`config.mk`:
```
export PLATFORM = sky130hd
export DESIGN_NAME = ram_stream_fifo_ctrl_flat
export DESIGN_NICKNAME = d
export VERILOG_FILES = /design/src/rtl/ram_stream_fifo_ctrl_if.sv /design/src/rtl/ram_stream_fifo_ctrl.sv /design/src/flat_wrapper.sv
export SDC_FILE = /design/constraint.sdc
export NUM_CORES = 1
export LEC_CHECK = 0
export ABC_AREA = 0
export BUFFER_PORTS_ARGS = -buffer_cell sky130_fd_sc_hd__buf_2
export CAP_MARGIN = 0
export CORE_MARGIN = 2
export CORE_UTILIZATION = 46
export DETAILED_ROUTE_END_ITERATION = 8
export GPL_ROUTABILITY_DRIVEN = 0
export PLACE_DENSITY = 0.74
export SLEW_MARGIN = 5
export SYNTH_ARGS = -nofsm -noshare
export SYNTH_HDL_FRONTEND = slang
export SYNTH_SLANG_ARGS = --single-unit
```
`constraint.sdc`:
```
create_clock -name CLK -period 3.4 [get_ports CLK]
set_input_delay 0 -clock CLK [delete_from_list [all_inputs] [get_ports CLK]]
set_output_delay 0 -clock CLK [all_outputs]
set_load 0.01 [all_outputs]
```
`src/rtl/ram_stream_fifo_ctrl_if.sv`:
```
// ram_stream_fifo_ctrl_if
// Bundles the upstream stream, the downstream stream and the RAM port
// signals of the FIFO controller.
//   s_valid/s_ready/s_data : upstream word stream (into the FIFO)
//   m_valid/m_ready/m_data : downstream word stream (out of the FIFO)
//   level                  : total words held by the controller
//   ram_we/ram_wadd/ram_di : RAM write port (port 1)
//   ram_radd/ram_do        : RAM read port (port 2, registered address)
// The master modport is the controller's view; the slave modport is the
// view of the environment (stream endpoints plus RAM).
interface ram_stream_fifo_ctrl_if #(
  parameter int DW = 16,
  parameter int AW = 6
);
  logic          s_valid;
  logic          s_ready;
  logic [DW-1:0] s_data;
  logic          m_valid;
  logic          m_ready;
  logic [DW-1:0] m_data;
  logic [AW+1:0] level;
  logic          ram_we;
  logic [AW-1:0] ram_wadd;
  logic [DW-1:0] ram_di;
  logic [AW-1:0] ram_radd;
  logic [DW-1:0] ram_do;

  modport master (
    input  s_valid, s_data, m_ready, ram_do,
    output s_ready, m_valid, m_data, level,
           ram_we, ram_wadd, ram_di, ram_radd
  );

  modport slave (
    output s_valid, s_data, m_ready, ram_do,
    input  s_ready, m_valid, m_data, level,
           ram_we, ram_wadd, ram_di, ram_radd
  );
endinterface

```
`src/rtl/ram_stream_fifo_ctrl.sv`:
```
// ram_stream_fifo_ctrl
// Single-clock FIFO controller for a 2**AW x DW dual-port RAM whose read
// address is registered. Upstream words are written straight into the RAM;
// words are prefetched through the one-cycle read latency into a 2-entry
// output buffer so the downstream stream sustains one word per cycle.
// Ports:
//   CLK : clock (also clocks both RAM ports)
//   RST : synchronous reset, active-high
//   bus : ram_stream_fifo_ctrl_if.master (streams, level, RAM port signals)

// Invariant checker: the reported level always equals the words held in
// the RAM, in flight and in the output buffer, and never exceeds 2**AW+2.
module ram_stream_fifo_ctrl_chk #(
  parameter int AW = 6
) (
  input logic          clk_i,
  input logic          rst_i,
  input logic [AW+1:0] level_i,
  input logic [AW:0]   ram_cnt_i,
  input logic          pend_i,
  input logic [1:0]    out_cnt_i
);
  localparam logic [AW+1:0] LVL_MAX = (AW+2)'((1 << AW) + 2);

  logic [AW+1:0] sum_s;
  assign sum_s = {1'b0, ram_cnt_i} + {{(AW+1){1'b0}}, pend_i} + {{AW{1'b0}}, out_cnt_i};

  a_level_sum : assert property (@(posedge clk_i) disable iff (rst_i) level_i == sum_s);
  a_level_max : assert property (@(posedge clk_i) disable iff (rst_i) level_i <= LVL_MAX);
endmodule

module ram_stream_fifo_ctrl #(
  parameter int DW = 16,
  parameter int AW = 6
) (
  input logic                     CLK,
  input logic                     RST,
  ram_stream_fifo_ctrl_if.master  bus
);
  localparam logic [AW-1:0] PTR_ONE = {{(AW-1){1'b0}}, 1'b1};
  localparam logic [AW:0]   CNT_ONE = {{AW{1'b0}}, 1'b1};

  logic [AW-1:0] wr_ptr_q,  wr_ptr_d;
  logic [AW-1:0] rd_ptr_q,  rd_ptr_d;
  logic [AW:0]   ram_cnt_q, ram_cnt_d;
  logic          pend_q,    pend_d;
  logic [1:0]    out_cnt_q, out_cnt_d;
  logic [DW-1:0] buf0_q,    buf0_d;
  logic [DW-1:0] buf1_q,    buf1_d;
  logic          m_valid_q, m_valid_d;
  logic [AW+1:0] level_q,   level_d;

  logic          s_ready_s;
  logic          push_s;
  logic          pop_s;
  logic          fetch_s;
  logic [2:0]    occ_s;
  logic [1:0]    kept_s;

  // ram_cnt reaches 2**AW exactly when its top bit is set.
  assign s_ready_s = !RST && !ram_cnt_q[AW];
  assign push_s    = bus.s_valid && s_ready_s;
  assign pop_s     = m_valid_q && bus.m_ready;

  // Buffer slots that will be occupied after this edge, ignoring a new fetch;
  // a fetch is only issued if its word is guaranteed a slot when it lands.
  assign occ_s   = {1'b0, out_cnt_q} + {2'b00, pend_q} - {2'b00, pop_s};
  assign fetch_s = (ram_cnt_q != {(AW+1){1'b0}}) && (occ_s < 3'd2);

  // Entries left in the output buffer after this edge's pop.
  assign kept_s = out_cnt_q - {1'b0, pop_s};

  // Next-state logic for pointers, counters and the output buffer.
  always_comb begin
    wr_ptr_d  = wr_ptr_q;
    rd_ptr_d  = rd_ptr_q;
    ram_cnt_d = ram_cnt_q;
    pend_d    = fetch_s;
    buf0_d    = buf0_q;
    buf1_d    = buf1_q;

    if (push_s) begin
      wr_ptr_d = wr_ptr_q + PTR_ONE;
    end else begin
      wr_ptr_d = wr_ptr_q;
    end

    if (fetch_s) begin
      rd_ptr_d = rd_ptr_q + PTR_ONE;
    end else begin
      rd_ptr_d = rd_ptr_q;
    end

    case ({push_s, fetch_s})
      2'b10:   ram_cnt_d = ram_cnt_q + CNT_ONE;
      2'b01:   ram_cnt_d = ram_cnt_q - CNT_ONE;
      default: ram_cnt_d = ram_cnt_q;
    endcase

    // Shift only when a second entry exists, so m_data keeps its last
    // value once the buffer empties.
    if (pop_s && (out_cnt_q == 2'd2)) begin
      buf0_d = buf1_q;
    end else begin
      buf0_d = buf0_q;
    end

    // The word fetched last edge lands at the tail, after the pop.
    if (pend_q) begin
      case (kept_s)
        2'd0:    buf0_d = bus.ram_do;
        2'd1:    buf1_d = bus.ram_do;
        default: buf1_d = buf1_q;
      endcase
    end else begin
      buf1_d = buf1_q;
    end

    out_cnt_d = kept_s + {1'b0, pend_q};
    m_valid_d = (out_cnt_d != 2'd0);
    level_d   = {1'b0, ram_cnt_d} + {{(AW+1){1'b0}}, pend_d} + {{AW{1'b0}}, out_cnt_d};
  end

  // State register with synchronous reset; RAM contents are left as-is.
  always_ff @(posedge CLK) begin
    if (RST) begin
      wr_ptr_q  <= {AW{1'b0}};
      rd_ptr_q  <= {AW{1'b0}};
      ram_cnt_q <= {(AW+1){1'b0}};
      pend_q    <= 1'b0;
      out_cnt_q <= 2'd0;
      buf0_q    <= {DW{1'b0}};
      buf1_q    <= {DW{1'b0}};
      m_valid_q <= 1'b0;
      level_q   <= {(AW+2){1'b0}};
    end else begin
      wr_ptr_q  <= wr_ptr_d;
      rd_ptr_q  <= rd_ptr_d;
      ram_cnt_q <= ram_cnt_d;
      pend_q    <= pend_d;
      out_cnt_q <= out_cnt_d;
      buf0_q    <= buf0_d;
      buf1_q    <= buf1_d;
      m_valid_q <= m_valid_d;
      level_q   <= level_d;
    end
  end

  assign bus.s_ready  = s_ready_s;
  assign bus.m_valid  = m_valid_q;
  assign bus.m_data   = buf0_q;
  assign bus.level    = level_q;
  assign bus.ram_we   = push_s;
  assign bus.ram_wadd = wr_ptr_q;
  assign bus.ram_di   = bus.s_data;
  assign bus.ram_radd = rd_ptr_q;

  ram_stream_fifo_ctrl_chk #(.AW(AW)) u_chk (
    .clk_i     (CLK),
    .rst_i     (RST),
    .level_i   (level_q),
    .ram_cnt_i (ram_cnt_q),
    .pend_i    (pend_q),
    .out_cnt_i (out_cnt_q)
  );
endmodule

```
`src/flat_wrapper.sv`:
```
// flat-port wrapper written by rule: the top's interface ports become plain ports
module ram_stream_fifo_ctrl_flat 
#(
  parameter int DW = 16,
  parameter int AW = 6
)
  (CLK, RST, bus_s_valid, bus_s_data, bus_m_ready, bus_ram_do, bus_s_ready, bus_m_valid, bus_m_data, bus_level, bus_ram_we, bus_ram_wadd, bus_ram_di, bus_ram_radd);
  ram_stream_fifo_ctrl_if #(.DW(DW), .AW(AW)) bus_i ();
  input logic CLK;
  input logic RST;
  input wire logic [$bits(bus_i.s_valid)-1:0] bus_s_valid;
  input wire logic [$bits(bus_i.s_data)-1:0] bus_s_data;
  input wire logic [$bits(bus_i.m_ready)-1:0] bus_m_ready;
  input wire logic [$bits(bus_i.ram_do)-1:0] bus_ram_do;
  output wire logic [$bits(bus_i.s_ready)-1:0] bus_s_ready;
  output wire logic [$bits(bus_i.m_valid)-1:0] bus_m_valid;
  output wire logic [$bits(bus_i.m_data)-1:0] bus_m_data;
  output wire logic [$bits(bus_i.level)-1:0] bus_level;
  output wire logic [$bits(bus_i.ram_we)-1:0] bus_ram_we;
  output wire logic [$bits(bus_i.ram_wadd)-1:0] bus_ram_wadd;
  output wire logic [$bits(bus_i.ram_di)-1:0] bus_ram_di;
  output wire logic [$bits(bus_i.ram_radd)-1:0] bus_ram_radd;
  assign bus_i.s_valid = bus_s_valid;
  assign bus_i.s_data = bus_s_data;
  assign bus_i.m_ready = bus_m_ready;
  assign bus_i.ram_do = bus_ram_do;
  assign bus_s_ready = bus_i.s_ready;
  assign bus_m_valid = bus_i.m_valid;
  assign bus_m_data = bus_i.m_data;
  assign bus_level = bus_i.level;
  assign bus_ram_we = bus_i.ram_we;
  assign bus_ram_wadd = bus_i.ram_wadd;
  assign bus_ram_di = bus_i.ram_di;
  assign bus_ram_radd = bus_i.ram_radd;
  ram_stream_fifo_ctrl #(.DW(DW), .AW(AW)) u_core (.CLK(CLK), .RST(RST), .bus(bus_i));
endmodule
```
==> impl_metrics.tcl, run 1 <==
set metrics [dict create \
    path_clk_slew_ns 0.07 \
    syn_avg_cell_area_um2 9.386 \
    cts_buffers 9 \
    r2r_start "u_core.bus.m_valid" \
    synthAdderAreaFrac_pct 4.566 \
    layout-drive-gt1-share_pct 29.52 \
    violations "setup timing" \
    core_um2 6386 \
    die-area_um2 7342 \
    wirelength_um 6425 \
    synth_nets 373 \
    start_util_pct 48.06 \
    wl_per_cell_um 13.67 \
    finalPower_mw 3.900 \
    slew_headroom_pct 29.64 \
    setup_violations 2 \
    rr_endpoint "u_core.bus.level[6]" \
    clockBufferDepth 2 \
    grt_use_total_pct 17.58 \
    netlist_instances 327 \
    die_height_um 85.69 \
    max_freq_mhz 291.8 \
    hold_violations 0 \
    drt_first_pass_iters 4 \
    grt_max_degree 62 \
    vias 2422 \
    nets 434 \
    p_sw_share_pct 41.03 \
    antenna-diode-count 0 \
    power_leakage_nw 1.726 \
    cts_tree "built" \
    p_seq_share_pct 27.1 \
    overflow 0 \
    cts.sinks 63 \
    synth-simple-area-share_pct 18.92 \
    drc 0 \
    powerDensity_nw_per_um2 1034 \
    fin_ws_ns -0.02701 \
    synth_seq_cells 63 \
    rows 29 \
    slew_violations 0 \
    cp-end-kind "flip-flop" \
    outcome "complete, but fails checks" \
    vdd_drop_max_v 0.0005357 \
    critPathRequiredTime_ns 3.62 \
    dpl.hpwl_um 4235 \
    min_path_type "in -> out" \
    critPathMaxFanout 3 \
    ys_warn_count 0 \
    synth-seq-area-share_pct 41.09 \
    timing.final.crit_period_ns 3.427 \
    root_buffer "clkbuf_8" \
    dr.first_iter.drc_count 178 \
    synth_compound_area_share_pct 9.254 \
    timing.max_cap.violations 0 \
    synth-edff-count 0 \
    pwr-share-comb_pct 56.7 \
    muxShareOfSynthArea_pct 12.31 \
    critPathLaunchType "flip-flop" \
    num_io_pins 91 \
    grt_pass1_wl_um 10420 \
    clockPowerShare_pct 16.1 \
    final_util_pct 59.03 \
    viasPerCell 5.153 \
    worstHoldEndpoint "bus_ram_di[5]" \
    synth-xor-area-share_pct 6.523 \
    reg2reg_slack_ns -0.03 \
    synth_top_family_by_area "simple AND/OR/NAND/NOR gates" \
    arrival_ns 3.65 \
    fin_skew_ns 0.01318 \
    fillers 549 \
    worst_pin_slew_ns 1.052 \
    antenna_found_initial 0 \
    timing.final.crit_share_pct 100.8 \
    synth_ff_type "dfxtp_1" \
    final_common_cell "dfxtp_1" \
    async_flop_share_pct 0 \
    grt_pass1_vias 2234 \
    clk_latency_ns 0.33 \
    reg2reg_depth 16 \
    htreeDepth 3 \
    hold_depth 0 \
    worstSetupPathType "reg -> reg" \
    syn-cell-area_um2 3069 \
    internal_power_mw 2.300 \
    ys_types 51 \
    syn_to_final_growth_pct 22.83 \
    p_switching_mw 1.600 \
    layout_common_cells "dfxtp_1 (61), nor2_1 (59), buf_2 (58)" \
    rsz0062_at_grt "true" \
    post-place-ws_ns 0.01179 \
    min_from "bus_s_data[5]" \
    portBuffers 58 \
    die_x_um 85.69 \
    antenna_left 0 \
]
[state kept, by name, summed over array words and instances, names as in the netlist]
name	count
u_core.pend_q	1
u_core.bus.ram_wadd	6
u_core.bus.level	8
u_core.buf1_q	16
u_core.ram_cnt_q	7
u_core.bus.m_data	16
u_core.bus.m_valid	1
u_core.out_cnt_q	2
u_core.bus.ram_radd	6
[metal layers]
layer	global-route usage [%]	up-vias	routed length (um)
met4	5.628	0	31
met1	24.74	1118	3088
met2	26.28	74	2958
met3	4.716	4	347
li1	-	1226	-
met5	0	-	0
[worst max-delay path by stage]
stage	startpoint	endpoint	slack (ns)
6_report	u_core.bus.m_valid	u_core.bus.level[6]	-0.03
5_1_grt	u_core.bus.m_valid	u_core.bus.level[6]	-0.21
4_1_cts	u_core.bus.m_valid	u_core.bus.level[6]	-0.007
3_5_place_dp	u_core.bus.m_valid	u_core.bus.level[6]	0.01
3_3_place_gp	u_core.bus.m_valid	u_core.bus.level[6]	0.09
2_1_floorplan	u_core.bus.m_valid	u_core.bus.level[6]	-0.05
[worst max-delay path, cell delays in order (launching register included)]
cell and delay [ns]:
dfxtp_2 0.35, nand2_4 0.07, xnor2_2 0.12, nand2_1 0.08, fa_2 0.54, inv_2 0.05
nor3_4 0.19, and2_4 0.19, xor2_1 0.16, ha_2 0.22, a211o_1 0.10, a21oi_1 0.03
mux2i_1 0.21, mux2i_2 0.30, nand2_2 0.12, nor4_4 0.27, mux2_4 0.32
[Yosys cell counts (6+ instances only)]
cell,count,share of area [%]
dfxtp_1,63,41
nor2_1,59,7.2
mux2i_1,33,11
a211oi_1,17,4.2
buf_4,16,3.9
nand2_1,13,1.6
clkbuf_1,12,1.5
xnor2_1,11,3.1
xor2_1,10,2.9
ha_1,8,3.3
nor2b_1,8,1.6
a21oi_1,7,1.1
inv_1,6,0.73
[per-stage QoR]
stage / instance area (um2) / hold slack, ns / instances / TNS (ns)
finish: 3770 / 0.000004442 / 470 / -0.04703
global route: 3770 / 0.00001925 / 470 / -0.6029
CTS: 3717 / 0.00006862 / 469 / -0.006644
detailed placement: 3368 / 0.00006862 / 437 / 0
global placement: 3368 / 0.00006862 / 437 / 0
floorplan: 3127 / 0.03361 / 327 / -0.04784
[what timing repair did]
| action | 4_1_cts | 5_1_grt |
|---|---|---|
| hold endpoints to repair | 32 | 0 |
| pin swaps | 0 | 4 |
| resized for setup | 0 | 9 |
| hold buffers | 16 | 0 |
| buffers inserted | 0 | 1 |
| setup endpoints to repair | 1 | 4 |
[cell families after synthesis]
| logic type | Yosys count |
|---|---|
| and+or+nand+nor | 115 |
| DFF | 63 |
| buffers and inverters | 41 |
| AOI/OAI and AO/OA | 39 |
| muxes | 37 |
| xor gates and xnor gates | 22 |
| adders and majority gates | 10 |
[power by group through the flow]
stage | sequential (mW) | combinational [mW] | clock (mW)
after global routing | 1.08 | 2.43 | 0.679
after floorplan | 1.07 | 1.60 | 0
after global placement | 1.06 | 2.07 | 0
after detailed placement | 1.07 | 2.08 | 0
after CTS | 1.05 | 2.13 | 0.644
final | 1.06 | 2.21 | 0.629
[layout make-up]
| class | instances | area [um2] | area share, % |
|---|---|---|---|
| multi-input cells | 223 | 1673 | 44.37 |
| flip-flops and latches | 63 | 1264 | 33.52 |
| repair buffers | 83 | 518.0 | 13.74 |
| clock buffers | 10 | 127.6 | 3.385 |
| well taps | 77 | 96.34 | 2.556 |
| clock inverters | 6 | 61.31 | 1.626 |
| inverters | 8 | 30.03 | 0.7965 |
No activity file was read; power rests on OpenSTA's default activity.
==> run 2, diff against run 1 <==
==> constraint.sdc (replaced) <==
create_clock -name CLK -period 3.4 [get_ports CLK]
set_input_delay 0.51 -clock CLK [delete_from_list [all_inputs] [get_ports CLK]]
set_output_delay 0.51 -clock CLK [all_outputs]
set_load 0.01 [all_outputs]
==> impl_metrics.tcl, run 2 (synthesized netlist as in run 1, its figures left out) <==
set metrics [dict create \
    grt_pass1_vias 2260 \
    fin_ws_ns -0.02158 \
    setup_violations 1 \
    clockBufferDepth 2 \
    antenna_found_initial 0 \
    antenna_left 0 \
    finalPower_mw 4.294 \
    rows 29 \
    violations "setup timing" \
    internal_power_mw 2.530 \
    reg2reg_slack_ns -0.02 \
    pwr-share-comb_pct 62.2 \
    overflow 0 \
    htreeDepth 3 \
    die_x_um 85.69 \
    antenna-diode-count 0 \
    powerDensity_nw_per_um2 1123 \
    vias 2449 \
    drt_first_pass_iters 4 \
    dpl.cell_count 455 \
    critPathMaxFanout 3 \
    dpl.hpwl_um 4383 \
    layout-drive-gt1-share_pct 35.43 \
    cts_hold_buf 0 \
    drc 0 \
    cp-end-kind "flip-flop" \
    outcome "complete, but fails checks" \
    final_util_pct 59.86 \
    fin_skew_ns 0.009302 \
    timing.final.crit_period_ns 3.422 \
    grt_max_degree 62 \
    rsz0062_at_grt "true" \
    slew_violations 0 \
    startpoint "u_core.bus.m_valid" \
    critPathCapture "u_core.bus.level[5]" \
    p_seq_share_pct 24.4 \
    grt_pass1_wl_um 10200 \
    cts_buffers 9 \
    multi_input_area_um2 1743 \
    cts_tree "built" \
    root_buffer "clkbuf_8" \
    critPathRequiredTime_ns 3.63 \
    die_height_um 85.69 \
    power_leakage_nw 1.761 \
    max_freq_mhz 292.3 \
    start_util_pct 48.06 \
    wl_per_cell_um 13.77 \
    core_um2 6386 \
    layout_common_cells "dfxtp_1 (62), nor2_1 (59), buf_2 (58)" \
    syn_to_final_growth_pct 24.54 \
    cts.sinks 63 \
    num_io_pins 91 \
    clk_latency_ns 0.35 \
    arrival_ns 3.66 \
    vdd_drop_max_v 0.0005160 \
    grt_use_total_pct 17.49 \
    rr_endpoint "u_core.bus.level[5]" \
    timing.max_cap.violations 0 \
    worst_pin_slew_ns 0.6300 \
    critPathLaunchType "flip-flop" \
    wirelength_um 6541 \
    die-area_um2 7342 \
    p_switching_mw 1.764 \
    post-place-ws_ns -0.3109 \
    timing.final.crit_share_pct 100.6 \
    portBuffers 58 \
    nets 439 \
    fillers 567 \
    min_path_type "in -> reg" \
    hold_violations 0 \
    register_area_um2 1265 \
    reg2reg_depth 17 \
    r2r_start "u_core.bus.m_valid" \
    viasPerCell 5.156 \
    hold_depth 3 \
    p_sw_share_pct 41.09 \
    final_common_cell "dfxtp_1" \
    slew_headroom_pct 58.00 \
    clockPowerShare_pct 13.4 \
    dr.first_iter.drc_count 111 \
    final_cells 475 \
    holdWs_ns 0.4125 \
    worstSetupPathType "reg -> reg" \
    path_clk_slew_ns 0.08 \
]
run 2: cell types whose count changed in the layout (fill, tap and decap cells not counted), moves of 2 or more:
| cell | change |
|---|---|
| dlygate4sd3_1 | -16 |
| a21oi_1 | -2 |
| buf_4 | +21 |
| clkinvlp_4 | +3 |
| mux2_2 | -2 |
| dfxtp_2 | -2 |
run 2: what timing repair did:
item | 4_1_cts | 5_1_grt
resized for setup | 3 | 9
setup buffers | 2 | 2
endpoints found under the setup margin | 2 | 3
pin swaps | 4 | 4
run 2: metrics by stage:
stage / TNS [ns] / instance area (um2)
6_report: -0.02158 / 3822
4_1_cts: 0 / 3746
2_1_floorplan: -0.4307 / 3172
3_5_place_dp: -0.9222 / 3548
5_1_grt: -0.5203 / 3822
3_3_place_gp: -0.7155 / 3548
run 2: cell type report:
type	instances	area share [%]
clock buffers	9	3.241
clock inverters	7	1.277
inverters	8	0.7856
multi-input cells	223	45.60
flip-flops and latches	63	33.09
well taps	77	2.520
repair buffers	88	13.49
run 2: worst min-delay path by stage:
stage                            from                      to  slack [ns]
3_3_place_gp   u_core.bus.ram_wadd[5]  u_core.bus.ram_wadd[5]        0.46
2_1_floorplan        u_core.buf1_q[0]        u_core.buf1_q[0]        0.46
6_report                bus_ram_do[4]        u_core.buf1_q[4]        0.41
4_1_cts                 bus_ram_do[4]        u_core.buf1_q[4]        0.41
5_1_grt                 bus_ram_do[4]        u_core.buf1_q[4]        0.42
3_5_place_dp         u_core.buf1_q[6]        u_core.buf1_q[6]        0.48
run 2: power by group through the flow:
stage,Clock (mW),Combinational [mW],Sequential [mW]
2_1_floorplan,0,1.66,1.08
3_3_place_gp,0,2.42,1.05
3_5_place_dp,0,2.47,1.06
4_1_cts,0.582,2.52,1.05
5_1_grt,0.619,2.92,1.07
6_report,0.574,2.67,1.05
run 2: layer usage:
layer	wire [um]	vias up	global-route usage, %
li1	-	1234	-
met1	2981	1135	22.48
met2	3109	63	27.91
met3	276	17	3.657
met4	173	0	8.658
met5	0	-	0
run 2: critical path: stages, from the launching register on:
cell     delay [ns]
dfxtp_4        0.38
nand2_8        0.05
xnor2_2        0.12
nand2_1        0.08
fa_2           0.35
xor2_2         0.17
nor3_4         0.20
and2_4         0.18
xor2_2         0.14
ha_2           0.24
a211o_1        0.11
a21oi_1        0.04
mux2i_1        0.22
mux2i_2        0.31
buf_4          0.16
nand2_2        0.07
nor3_4         0.17
mux2_4         0.32
